### config.mk
export PLATFORM = sky130hd
export DESIGN_NAME = rle_decompressor
export DESIGN_NICKNAME = d
export VERILOG_FILES = /design/src/rtl/rle_pkg.sv /design/src/rtl/rle_run_counter.sv /design/src/rtl/rle_decompressor.sv
export SDC_FILE = /design/constraint.sdc
export NUM_CORES = 1
export LEC_CHECK = 0
export CORE_ASPECT_RATIO = 0.75
export CORE_MARGIN = 5
export CORE_UTILIZATION = 50
export DETAILED_ROUTE_END_ITERATION = 10
export PLACE_DENSITY = 0.83
export SYNTH_ARGS = -nofsm -noshare
export SYNTH_HDL_FRONTEND = slang
export SYNTH_SLANG_ARGS = --single-unit
### constraint.sdc
create_clock -name clk -period 7.2 [get_ports clk]
set_input_delay 1.44 -clock clk [delete_from_list [all_inputs] [get_ports clk]]
set_output_delay 1.44 -clock clk [all_outputs]
set_load 0.01 [all_outputs]
### src/rtl/rle_pkg.sv
// Shared definitions for the run-length decoder: FSM state encoding,
// default geometry and code-word field helpers.
// Optional feature macro used by the decoder: RLE_ERR_CHECK_EN.
package rle_pkg;

   localparam int RLE_DATA_W     = 8;
   localparam int RLE_RUN_W      = 8;
   localparam int RLE_ADDR_W     = 16;
   localparam int RLE_IMG_PIXELS = 784;

   typedef enum logic [2:0] {
      IDLE     = 3'd0,
      FETCH    = 3'd1,
      EXPAND   = 3'd2,
      DONE     = 3'd3,
      WAIT_LOW = 3'd4
   } rle_state_e;

   // Code words are {run, pixel}; callers widen the word to 64 bits and
   // narrow the result back to the field width with a size cast.
   function automatic logic [63:0] code_run(input logic [63:0] word,
                                            input int          data_w,
                                            input int          run_w);
      return (word >> data_w) & ((64'd1 << run_w) - 64'd1);
   endfunction

   function automatic logic [63:0] code_pix(input logic [63:0] word,
                                            input int          data_w);
      return word & ((64'd1 << data_w) - 64'd1);
   endfunction

endpackage

### src/rtl/rle_run_counter.sv
// Loadable down-counter holding the pixels still owed by the current run.
// zero is high when nothing remains beyond the write already issued.
module rle_run_counter
#(
   parameter int W = 8
) (
   input  logic         clk,
   input  logic         rst,
   input  logic         load,
   input  logic [W-1:0] load_val,
   input  logic         dec,
   output logic         zero
);

   logic [W-1:0] count;

   // Load takes priority over decrement; decrement saturates at zero.
   always_ff @(posedge clk) begin
      if (rst) begin
         count <= '0;
      end else if (load) begin
         count <= load_val;
      end else if (dec && (count != '0)) begin
         count <= count - W'(1);
      end
   end

   assign zero = (count == '0);

endmodule

### src/rtl/rle_decompressor.sv
// Run-length decoder feeding the CNN image buffer. Each accepted code word
// {run, pixel} expands into `run` sequential pixel writes until IMG_PIXELS
// pixels have been written, then a one-cycle done pulse is issued.
// Optional feature: define RLE_ERR_CHECK_EN to add the sticky decomp_err
// output (zero-run word accepted, or run truncated at the image end).
//
// state    | meaning
// ---------+-----------------------------------------------------------
// IDLE     | pixel counter cleared, waiting for decompressor_en
// FETCH    | in_ready high, waiting for a code word
// EXPAND   | a registered pixel write is on the memory port this cycle
// DONE     | decompressor_done high for this one cycle
// WAIT_LOW | image finished, waiting for decompressor_en to drop
module rle_decompressor
   import rle_pkg::*;
#(
   parameter int DATA_W     = RLE_DATA_W,
   parameter int RUN_W      = RLE_RUN_W,
   parameter int ADDR_W     = RLE_ADDR_W,
   parameter int IMG_PIXELS = RLE_IMG_PIXELS
) (
   input  logic                    clk,
   input  logic                    rst,
   input  logic                    decompressor_en,
   input  logic                    in_valid,
   input  logic [RUN_W+DATA_W-1:0] in_data,
   output logic                    in_ready,
   output logic                    mem_we,
   output logic [ADDR_W-1:0]       mem_addr,
   output logic [DATA_W-1:0]       mem_wdata,
   output logic                    decompressor_done
`ifdef RLE_ERR_CHECK_EN
   ,
   output logic                    decomp_err
`endif
);

   // One extra bit so the count of issued pixels can reach IMG_PIXELS.
   localparam int               CNT_W    = ADDR_W + 1;
   localparam logic [CNT_W-1:0] LAST_CNT = CNT_W'(IMG_PIXELS);

   rle_state_e        state;
   rle_state_e        state_next;
   logic [RUN_W-1:0]  run_field;
   logic [DATA_W-1:0] pix_field;
   logic [DATA_W-1:0] pix_hold;
   logic [CNT_W-1:0]  pix_cnt;
   logic              accept;
   logic              issue_first;
   logic              issue_next;
   logic              run_zero;
   logic              last_out;

   assign run_field = RUN_W'(code_run(64'(in_data), DATA_W, RUN_W));
   assign pix_field = DATA_W'(code_pix(64'(in_data), DATA_W));

   // pix_cnt counts writes already issued, so while in EXPAND it equals
   // IMG_PIXELS exactly when the write on the port is the final pixel.
   assign last_out = (pix_cnt == LAST_CNT);

   assign in_ready          = (state == FETCH);
   assign decompressor_done = (state == DONE);

   // State register.
   always_ff @(posedge clk) begin
      if (rst) begin
         state <= IDLE;
      end else begin
         state <= state_next;
      end
   end

   // Next-state decode and write-issue decisions.
   always_comb begin
      state_next  = state;
      accept      = 1'b0;
      issue_first = 1'b0;
      issue_next  = 1'b0;
      case (state)
         IDLE: begin
            if (decompressor_en) begin
               state_next = FETCH;
            end
         end
         FETCH: begin
            if (!decompressor_en) begin
               state_next = IDLE;
            end else if (in_valid) begin
               accept = 1'b1;
               if (run_field != '0) begin
                  issue_first = 1'b1;
                  state_next  = EXPAND;
               end
            end
         end
         EXPAND: begin
            if (!decompressor_en) begin
               state_next = IDLE;
            end else if (last_out) begin
               state_next = DONE;
            end else if (run_zero) begin
               state_next = FETCH;
            end else begin
               issue_next = 1'b1;
            end
         end
         DONE: begin
            state_next = WAIT_LOW;
         end
         WAIT_LOW: begin
            if (!decompressor_en) begin
               state_next = IDLE;
            end
         end
         default: begin
            state_next = IDLE;
         end
      endcase
   end

   // The first write of a run is issued from the accepting edge, so the
   // counter is loaded with what is still owed after that write.
   rle_run_counter #(
      .W (RUN_W)
   ) u_run_counter (
      .clk      (clk),
      .rst      (rst),
      .load     (issue_first),
      .load_val (run_field - RUN_W'(1)),
      .dec      (issue_next),
      .zero     (run_zero)
   );

   // Pixel counter and registered memory port; address and data hold
   // their last values whenever no write is issued.
   always_ff @(posedge clk) begin
      if (rst) begin
         pix_cnt   <= '0;
         pix_hold  <= '0;
         mem_we    <= 1'b0;
         mem_addr  <= '0;
         mem_wdata <= '0;
      end else begin
         mem_we <= issue_first | issue_next;
         if (accept) begin
            pix_hold <= pix_field;
         end
         if (state == IDLE) begin
            pix_cnt <= '0;
         end else if (issue_first || issue_next) begin
            pix_cnt  <= pix_cnt + CNT_W'(1);
            mem_addr <= pix_cnt[ADDR_W-1:0];
         end
         if (issue_first) begin
            mem_wdata <= pix_field;
         end else if (issue_next) begin
            mem_wdata <= pix_hold;
         end
      end
   end

`ifdef RLE_ERR_CHECK_EN
   logic zero_run_hit;
   logic trunc_hit;

   assign zero_run_hit = accept && (run_field == '0);
   assign trunc_hit    = (state == EXPAND) && decompressor_en && last_out && !run_zero;

   // Sticky error; a fresh decode start clears it.
   always_ff @(posedge clk) begin
      if (rst) begin
         decomp_err <= 1'b0;
      end else if ((state == IDLE) && decompressor_en) begin
         decomp_err <= 1'b0;
      end else if (zero_run_hit || trunc_hit) begin
         decomp_err <= 1'b1;
      end
   end
`endif

endmodule

==> impl_metrics.csv, run 1 <==
group,metric,value,unit
global_route,antenna_found_initial,0,
flow_run,cap_viol_max_count,0,
pwr,peakVddDrop,94.0,uV
sta,tns,0,ns
sta,min_period,4.46,ns
cts,clock_latency,0.35,ns
pwr,intPower,0.505,mW
worst_setup_path,setup.worst_path.start_class,"input pin",
pwr,pwr-share-seq,0.504,
cts,cts_hold_buf,0,
routing,drt_pass1_iterations,4,
finish,fillers,507,
worst_setup_path,crit_fanout,14,
finish,layout_common_cells,"nand2_1 (85), dfxtp_1 (61), clkdlybuf4s50_1 (46), a21oi_1 (42), nor2_1 (23)",
pwr,p_sw_frac,0.266,
logic_synthesis,yosys_register_bits,61,
worst_setup_path,required,7.45,ns
routing,vias,2879,
logic_synthesis,synth.distinct_cells,49,
place,place_inst,477,
pwr,power_leakage,1.11,nW
sta,skew,0.00971,ns
worst_setup_path,crit_type,"input pin to flip-flop",
run_status,status,"finished, final reports clean",
floorplanning,fp-row-count,24,
hold_path,hold-path-endpoint,"mem_addr[10]$_SDFFE_PP0P_",
global_route,grt_pass1_wl,12.4,mm
cts,h-tree-depth,3,
cts,cts_made_buffers,9,
sta,hold_violations,0,
routing,viasPerCell,5.84,
global_route,grt_max_degree,51,
finish,area_growth,20.4,%
global_route,overflow,0,
finish,final_common_cell,"nand2_1",
cts,clockRootBuffer,"clkbuf_8",
floorplanning,die_width,99.0,um
routing,wl,7.15,mm
pwr,clkPwrFrac,0.408,
logic_synthesis,synthesis.instances,377,
finish,nets,433,
pwr,p_sw,0.183,mW
logic_synthesis,syn_nets,400,
floorplanning,ioPinCount,47,
worst_setup_path,crit_family,"simple AND/OR/NAND/NOR gates",
worst_setup_path,rr_endpoint,"u_run_counter.count[6]$_SDFFE_PP0P_",
finish,drive_above_1_share,0.0578,
sta,tightest_slew,1.08,ns
cts,cts_resized,0,
logic_synthesis,async_flop_share,0,
worst_setup_path,r2r_cells,9,
sta,finalCritPeriodShare,0.619,
worst_setup_path,reg2reg_from,"state[0]$_SDFFE_PP0P_",
sta,fin_hold_ws,0.450,ns
global_route,grtUsageTotal,0.197,
floorplanning,core,5800,um^2
finish,final_cells,493,
worst_setup_path,crit_buf_inv,1,
floorplanning,die_area,7590,um^2
routing,post-route-drc-count,0,
sta,slew_violations,0,
hold_path,hp-start,"mem_addr[10]$_SDFFE_PP0P_",
cts,post_cts_buffers,0,
routing,dr.first_iter.drc_count,191,
worst_setup_path,crit_slowest_cell,"nor2_1",
place,port-buffer-count,46,
sta,setup_viol,0,
logic_synthesis,synth_edf_count,0,
logic_synthesis,syn_area,2970,um^2
sta,rsz0062_at_grt,"false",
hold_path,hold_class,"flip-flop to flip-flop",
global_route,grt_pass1_vias,2724,
place,dpl.hpwl,4.81,mm
worst_setup_path,arrival,4.71,ns
worst_setup_path,cp-startpoint,"decompressor_en",
logic_synthesis,ys_top_cells_by_area,"dfxtp_1 (41%), nand2_1 (11%), a21oi_1 (7.1%), nor2_1 (2.9%), a311oi_1 (2.7%)",
worst_setup_path,path_cells,"clkdlybuf4s50_1 > nor2b_1 > nand3_1 > nor2_1 > mux2i_1 > ha_1 > o211ai_1 > nor3_1 > xor2_1 > a31o_2",
finish,diodes,0,
pwr,finalPower,0.688,mW
pwr,power_frac_comb,0.088,
cts,clockBufferDepth,2,
floorplanning,die_h,76.7,um
routing,avgRoutedWirePerCell,14.5,um
worst_setup_path,rrSetupSlack,3.95,ns
worst_setup_path,end_kind,"flip-flop",
place,gp_congestion,0.864,
sta,timing.fmax,224,MHz
logic_synthesis,syn_avg_cell_area,7.87,um^2
cts,cts.sinks,61,
logic_synthesis,ys_seq_area_frac,0.411,
logic_synthesis,synth_flop_cell,"dfxtp_1",
floorplanning,start_util,0.512,
worst_setup_path,critPathMaxStageDelay,0.80,ns
cts,clkTransAtPathRegs,0.08,ns
cts,cts_tree,"built",
hold_path,hold-path-cell-count,2,
logic_synthesis,synth_top_area_cell,"dfxtp_1",
pwr,power.density,193,nW/um^2
logic_synthesis,synth_warnings,0,
sta,max-slew-margin-rel,0.277,
routing,antenna_left,0,
worst_setup_path,cp.depth,10,
logic_synthesis,yosysTopAreaCellShare,0.411,
## registers in the layout, indices dropped and copies added, names as in the netlist
name	count
pix_cnt	17
state	3
pix_hold	8
mem_wdata	8
mem_addr	16
mem_we	1
u_run_counter.count	8
## cells by family after synthesis
family | Yosys count | share of synthesized area
and+or+nand+nor | 181 | 0.292
AOI/OAI and AO/OA | 98 | 0.215
DFF | 61 | 0.411
buffers and inverters | 29 | 0.0544
xor gates and xnor gates | 4 | 0.0118
adders and majority gates | 3 | 0.0126
muxes | 1 | 0.00337
## layout make-up
class                           instances  area (um^2)  area share
Sequential cell                        61         1220       0.342
Tap cell                               78         97.6      0.0273
Timing Repair Buffer                   47          468       0.131
Clock inverter                          6         47.5      0.0133
Clock buffer                           10          138      0.0385
Inverter                                4         15.0     0.00420
Multi-Input combinational cell        287         1590       0.444
## worst register-to-register path, delay by kind of cell, from the launching register on
kind | cells | cell delay [ns]
xor+xnor | 1 | 0.10
flops | 1 | 0.47
compound gates | 2 | 0.37
fa+ha+maj | 1 | 0.30
mux | 1 | 0.27
simple gates | 4 | 1.65
## per-stage QoR
step	setup slack (ns)	utilization	cell area, um^2
floorplan	3.64	-	2970
global placement	2.58	0.584	3390
detailed placement	2.45	0.584	3390
CTS	2.81	0.616	3570
global route	2.52	0.616	3570
finish	2.74	0.616	3570
## cell usage after synthesis, types with 3 or more instances
master	instances
nor2_1	23
clkbuf_1	13
a21oi_1	42
nand3_1	13
dfxtp_1	61
o211ai_1	5
or3_1	9
or4_1	5
nand2_1	85
xor2_1	4
and3_1	6
a311oi_1	9
ha_1	3
nor3_1	12
inv_1	4
buf_2	6
nand4_1	4
nand2b_1	3
a31oi_1	3
a211oi_1	3
buf_6	6
o31ai_1	5
nor4_1	5
nor4b_1	4
o21ai_0	14
## how the worst max path moves through the flow
stage               slack [ns]                                   to
finish                    2.74  u_run_counter.count[6]$_SDFFE_PP0P_
global route              2.52  u_run_counter.count[6]$_SDFFE_PP0P_
CTS                       2.81  u_run_counter.count[6]$_SDFFE_PP0P_
detailed placement        2.45  u_run_counter.count[6]$_SDFFE_PP0P_
global placement          2.58  u_run_counter.count[6]$_SDFFE_PP0P_
floorplan                 3.64  u_run_counter.count[6]$_SDFFE_PP0P_
## metal layers
layer,vias up,track usage,part of all wire
met5,-,0,0
met4,0,0.0696,0.012
met3,11,0.0653,0.074
met2,90,0.305,0.46
met1,1354,0.255,0.46
li1,1424,-,-
## power by group through the flow
stage / registers [mW] / clock network [mW] / logic, mW
after floorplan: 0.354 / 0 / 0.0368
after global placement: 0.354 / 0 / 0.0584
after detailed placement: 0.355 / 0 / 0.0596
after CTS: 0.347 / 0.288 / 0.0599
after global routing: 0.347 / 0.302 / 0.0664
final: 0.347 / 0.281 / 0.0604
(Power assumes the default switching activity.)
==> inputs of run 2 (changes only) <==
clock period = 4.4 ns   (was 7.2 ns; I/O delays follow)
==> run 2 against run 1 <==
  * Utilization increased by 0.086 points
  * Cell area grew 0.14%
  * Largest power group unchanged
  * Final cell count up 0.41%
  * Non-clock buffer count is 2 higher
  * Worst hold slack gained 0.0013 ns
  * Combinational power increased by 66%
  * Setup slack worse by 1.8 ns
  * Critical path depth did not move
  * Sequential share of layout area about the same
  * Global-route usage decreased by 0.28 points
==> impl_metrics.csv, run 2 (synthesis gave the netlist of run 1 again) <==
group,metric,value,unit
worst_setup_path,path_cells,"clkdlybuf4s50_1 > nor2b_1 > nand3_1 > nor2_1 > mux2i_1 > ha_1 > o211ai_1 > nor3_1 > xor2_1 > a31o_2",
pwr,power_leakage,1.11,nW
routing,dr.first_iter.drc_count,187,
routing,antenna_left,0,
place,port-buffer-count,46,
finish,area_growth,20.5,%
cts,clkTransAtPathRegs,0.07,ns
sta,max-slew-margin-rel,0.308,
run_status,status,"finished, final reports clean",
cts,h-tree-depth,3,
finish,diodes,0,
cts,cts_hold_buf,0,
worst_setup_path,required,4.65,ns
global_route,grt_pass1_wl,12.1,mm
worst_setup_path,crit_type,"input pin to flip-flop",
floorplanning,ioPinCount,47,
pwr,power_frac_comb,0.090,
finish,nets,435,
routing,vias,2896,
global_route,overflow,0,
pwr,intPower,0.810,mW
finish,fillers,510,
finish,largest_register_ffs,17,
global_route,antenna_found_initial,0,
cts,clockRootBuffer,"clkbuf_8",
pwr,power.density,311,nW/um^2
cts,cts_tree,"built",
floorplanning,core,5800,um^2
sta,tns,0,ns
worst_setup_path,rrSetupSlack,1.59,ns
cts,post_cts_buffers,0,
sta,skew,0.0104,ns
worst_setup_path,end_kind,"flip-flop",
finish,drive_above_1_share,0.0624,
worst_setup_path,critPathMaxStageDelay,0.54,ns
worst_setup_path,crit_slowest_cell,"clkdlybuf4s50_1",
pwr,finalPower,1.11,mW
pwr,clkPwrFrac,0.399,
sta,tightest_slew,1.04,ns
finish,final_util,0.617,
finish,reg_top3,"pix_cnt: 17 flops, mem_addr: 16 flops",
worst_setup_path,crit_buf_inv,1,
global_route,grt_pass1_vias,2655,
finish,final_common_cell,"nand2_1",
flow_run,cap_viol_max_count,0,
sta,timing.fmax,292,MHz
worst_setup_path,arrival,3.68,ns
pwr,p_sw,0.302,mW
global_route,grt_max_degree,51,
finish,largest_register,"pix_cnt",
routing,wl,7.29,mm
routing,avgRoutedWirePerCell,14.7,um
sta,finalCritPeriodShare,0.779,
place,gp_congestion,0.872,
place,dpl.hpwl,4.82,mm
sta,hold_violations,0,
hold_path,hold_class,"flip-flop to flip-flop",
floorplanning,die_width,99.0,um
sta,min_period,3.43,ns
sta,setup_viol,0,
routing,drt_pass1_iterations,5,
finish,layout_common_cells,"nand2_1 (85), dfxtp_1 (61), clkdlybuf4s50_1 (46), a21oi_1 (42), nor2_1 (23)",
worst_setup_path,setup.worst_path.start_class,"input pin",
sta,rsz0062_at_grt,"false",
floorplanning,start_util,0.512,
pwr,p_sw_frac,0.272,
cts,cts_resized,0,
floorplanning,fp-row-count,24,
cts,clock_latency,0.35,ns
sta,slew_violations,0,
worst_setup_path,crit_family,"simple AND/OR/NAND/NOR gates",
pwr,pwr-share-seq,0.511,
routing,viasPerCell,5.85,
worst_setup_path,crit_fanout,14,
cts,cts.sinks,61,
floorplanning,die_h,76.7,um
global_route,grtUsageTotal,0.194,
cts,clockBufferDepth,2,
pwr,peakVddDrop,207,uV
floorplanning,die_area,7590,um^2
cts,cts_made_buffers,9,
routing,post-route-drc-count,0,
## run 2: layer usage
layer  wire length (um)  vias up  GRT usage
met1               3400     1363      0.252
met3                444       16     0.0589
met4                138        0     0.0805
met5                  0        -          0
li1                   -     1429          -
met2               3310       88      0.298
## run 2: final timing paths
kind	from	to	cells after the start
setup / recovery	decompressor_en	u_run_counter.count[6]$_SDFFE_PP0P_	10
hold / removal	mem_addr[12]$_SDFFE_PP0P_	mem_addr[12]$_SDFFE_PP0P_	2
setup reg to reg	state[0]$_SDFFE_PP0P_	u_run_counter.count[6]$_SDFFE_PP0P_	9
hold reg to reg	mem_addr[12]$_SDFFE_PP0P_	mem_addr[12]$_SDFFE_PP0P_	2
## run 2: power groups by stage
stage	logic [mW]	registers, mW	clock network [mW]
2_1_floorplan	0.0602	0.579	0
3_3_place_gp	0.0962	0.580	0
3_5_place_dp	0.0980	0.580	0
4_1_cts	0.0991	0.567	0.450
5_1_grt	0.108	0.569	0.479
6_report	0.100	0.568	0.444
## run 2: cell type report
| class | instances | area (um^2) | share of cell area |
|---|---|---|---|
| repair buffers | 49 | 483 | 0.135 |
| flip-flops and latches | 61 | 1220 | 0.341 |
| clock inverters | 7 | 51.3 | 0.0143 |
| well taps | 78 | 97.6 | 0.0273 |
| inverters | 4 | 15.0 | 0.00420 |
| clock buffers | 9 | 124 | 0.0346 |
| multi-input cells | 287 | 1590 | 0.443 |
## run 2: metrics by stage
step           cell area [um^2]  hold slack [ns]  setup slack (ns)  instances
6_report                   3580            0.452             0.971        495
5_1_grt                    3580            0.480             0.660        495
4_1_cts                    3580            0.456              1.01        495
3_5_place_dp               3400            0.447             0.689        479
3_3_place_gp               3400            0.442             0.788        479
2_1_floorplan              2970            0.437              1.40        377
## run 2: worst register-to-register path, stage by stage (launching register included)
cell and delay (ns):
dfxtp_1 0.48, and2b_1 0.18, nand3_1 0.47, nor2_1 0.36, mux2i_1 0.25, ha_1 0.31, o211ai_1 0.12, nor3_1 0.21
xor2_1 0.10, a31o_2 0.24
==> inputs of run 3 (changes only) <==
CORE_UTILIZATION = 48   (was 50)
clock period = 3 ns   (was 4.4 ns; I/O delays follow)
==> run 3 against run 2 <==
  * Total power up 47%
  * First-iteration DRC count grew 9.1%
  * Cell area increased by 3.0%
  * Via count is 0.10% higher
  * Combinational power rose by 57%
  * Sequential power increased by 47%
  * Critical path depth is the same
  * Final cell count up 2.2%
  * Worst hold slack worse by 0.0014 ns
==> impl_metrics.csv, run 3 (synthesis gave the netlist of run 1 again) <==
group,metric,value,unit
pwr,power.density,445,nW/um^2
worst_setup_path,arrival,2.89,ns
global_route,grtUsageTotal,0.194,
cts,h-tree-depth,3,
pwr,pwr-share-seq,0.508,
routing,post-route-drc-count,0,
cts,cts_made_buffers,9,
cts,cts_tree,"built",
place,pre_cts_slack,0.0160,ns
routing,wl,7.47,mm
routing,antenna_left,0,
floorplanning,die_width,101,um
cts,clockBufferDepth,2,
global_route,grt_pass1_vias,2577,
sta,tns,0,ns
floorplanning,start_util,0.502,
pwr,power_leakage,1.18,nW
pwr,p_sw,0.425,mW
pwr,clkPwrFrac,0.396,
cts,cts.sinks,61,
finish,final_cells,506,
cts,cts_resized,0,
finish,fillers,543,
finish,layout_common_cells,"nand2_1 (85), dfxtp_1 (61), clkdlybuf4s50_1 (46), a21oi_1 (42), nor2_1 (23)",
flow_run,cap_viol_max_count,0,
sta,rsz0062_at_grt,"false",
worst_setup_path,setup.worst_path.start_class,"input pin",
finish,diodes,0,
worst_setup_path,crit_type,"input pin to flip-flop",
sta,min_period,2.66,ns
finish,nets,446,
finish,reg_top3,"pix_cnt: 17 flops, mem_addr: 16 flops",
place,port-buffer-count,46,
global_route,grt_pass1_wl,12.4,mm
cts,post_cts_buffers,0,
floorplanning,die_area,7870,um^2
worst_setup_path,crit_fanout,4,
finish,final_common_cell,"nand2_1",
worst_setup_path,end_kind,"flip-flop",
routing,vias,2899,
sta,setup_slack,0.335,ns
sta,timing.fmax,375,MHz
routing,drt_pass1_iterations,4,
sta,finalCritPeriodShare,0.888,
pwr,intPower,1.21,mW
floorplanning,fp-row-count,24,
global_route,grt_max_degree,46,
floorplanning,die_h,78.1,um
pwr,power_frac_comb,0.096,
cts,cts_hold_buf,0,
finish,area_growth,24.2,%
sta,slew_violations,0,
routing,dr.first_iter.drc_count,204,
cts,clock_latency,0.35,ns
cts,clkTransAtPathRegs,0.07,ns
pwr,p_sw_frac,0.259,
floorplanning,core,5920,um^2
hold_path,hold_class,"flip-flop to flip-flop",
cts,clockRootBuffer,"clkbuf_8",
sta,skew,0.0139,ns
pwr,peakVddDrop,276,uV
place,dpl.hpwl,5.16,mm
run_status,status,"finished, final reports clean",
routing,avgRoutedWirePerCell,14.8,um
finish,drive_above_1_share,0.0864,
worst_setup_path,required,3.23,ns
routing,viasPerCell,5.73,
floorplanning,ioPinCount,47,
sta,setup_viol,0,
sta,fin_hold_ws,0.450,ns
sta,tightest_slew,0.619,ns
finish,largest_register_ffs,17,
global_route,antenna_found_initial,0,
sta,hold_violations,0,
finish,final_util,0.623,
global_route,overflow,0,
place,place_inst,490,
sta,max-slew-margin-rel,0.584,
place,gp_congestion,0.871,
finish,largest_register,"pix_cnt",
## run 3: metrics by stage
step                      power (mW)  area, um^2
after floorplan                0.938        2970
after global placement          1.00        3510
after detailed placement        1.01        3510
after CTS                       1.65        3690
after global routing            1.71        3690
final                           1.64        3690
## run 3: critical path, cell delays in order
cell             delay, ns
clkdlybuf4s50_1       0.50
nor3_1                0.37
and3_1                0.33
nor2_1                0.09
mux2i_1               0.17
ha_1                  0.21
o211ai_1              0.09
nor3_1                0.20
xor2_1                0.09
a31o_2                0.24
## run 3: final timing paths
| check | start | end | slack (ns) | cells past startpoint |
|---|---|---|---|---|
| setup / recovery | in_data[14] | u_run_counter.count[6]$_SDFFE_PP0P_ | 0.34 | 10 |
| hold / removal | mem_addr[11]$_SDFFE_PP0P_ | mem_addr[11]$_SDFFE_PP0P_ | 0.45 | 2 |
| setup reg to reg | pix_cnt[3]$_SDFFE_PP0P_ | pix_cnt[0]$_SDFFE_PP0P_ | 0.72 | 6 |
| hold reg to reg | mem_addr[11]$_SDFFE_PP0P_ | mem_addr[11]$_SDFFE_PP0P_ | 0.45 | 2 |
## run 3: area by class of cell
type	count	area, um^2	share of cell area
Sequential cell	61	1220	0.331
Clock inverter	6	38.8	0.0105
Clock buffer	10	138	0.0373
Timing Repair Buffer	60	591	0.160
Tap cell	78	97.6	0.0265
Inverter	4	15.0	0.00407
Multi-Input combinational cell	287	1590	0.430
## run 3: power groups by stage
stage / logic, mW / clock network (mW) / registers, mW
after floorplan: 0.0883 / 0 / 0.850
final: 0.157 / 0.648 / 0.833
after detailed placement: 0.155 / 0 / 0.851
after CTS: 0.156 / 0.661 / 0.833
after global routing: 0.171 / 0.704 / 0.834
after global placement: 0.153 / 0 / 0.851
## run 3: per-layer routing
| metal | up-vias | wire (um) | track usage |
|---|---|---|---|
| li1 | 1448 | - | - |
| met1 | 1340 | 3580 | 0.282 |
| met2 | 106 | 3230 | 0.280 |
| met3 | 5 | 590 | 0.0443 |
| met4 | 0 | 66 | 0.0673 |
| met5 | - | 0 | 0 |
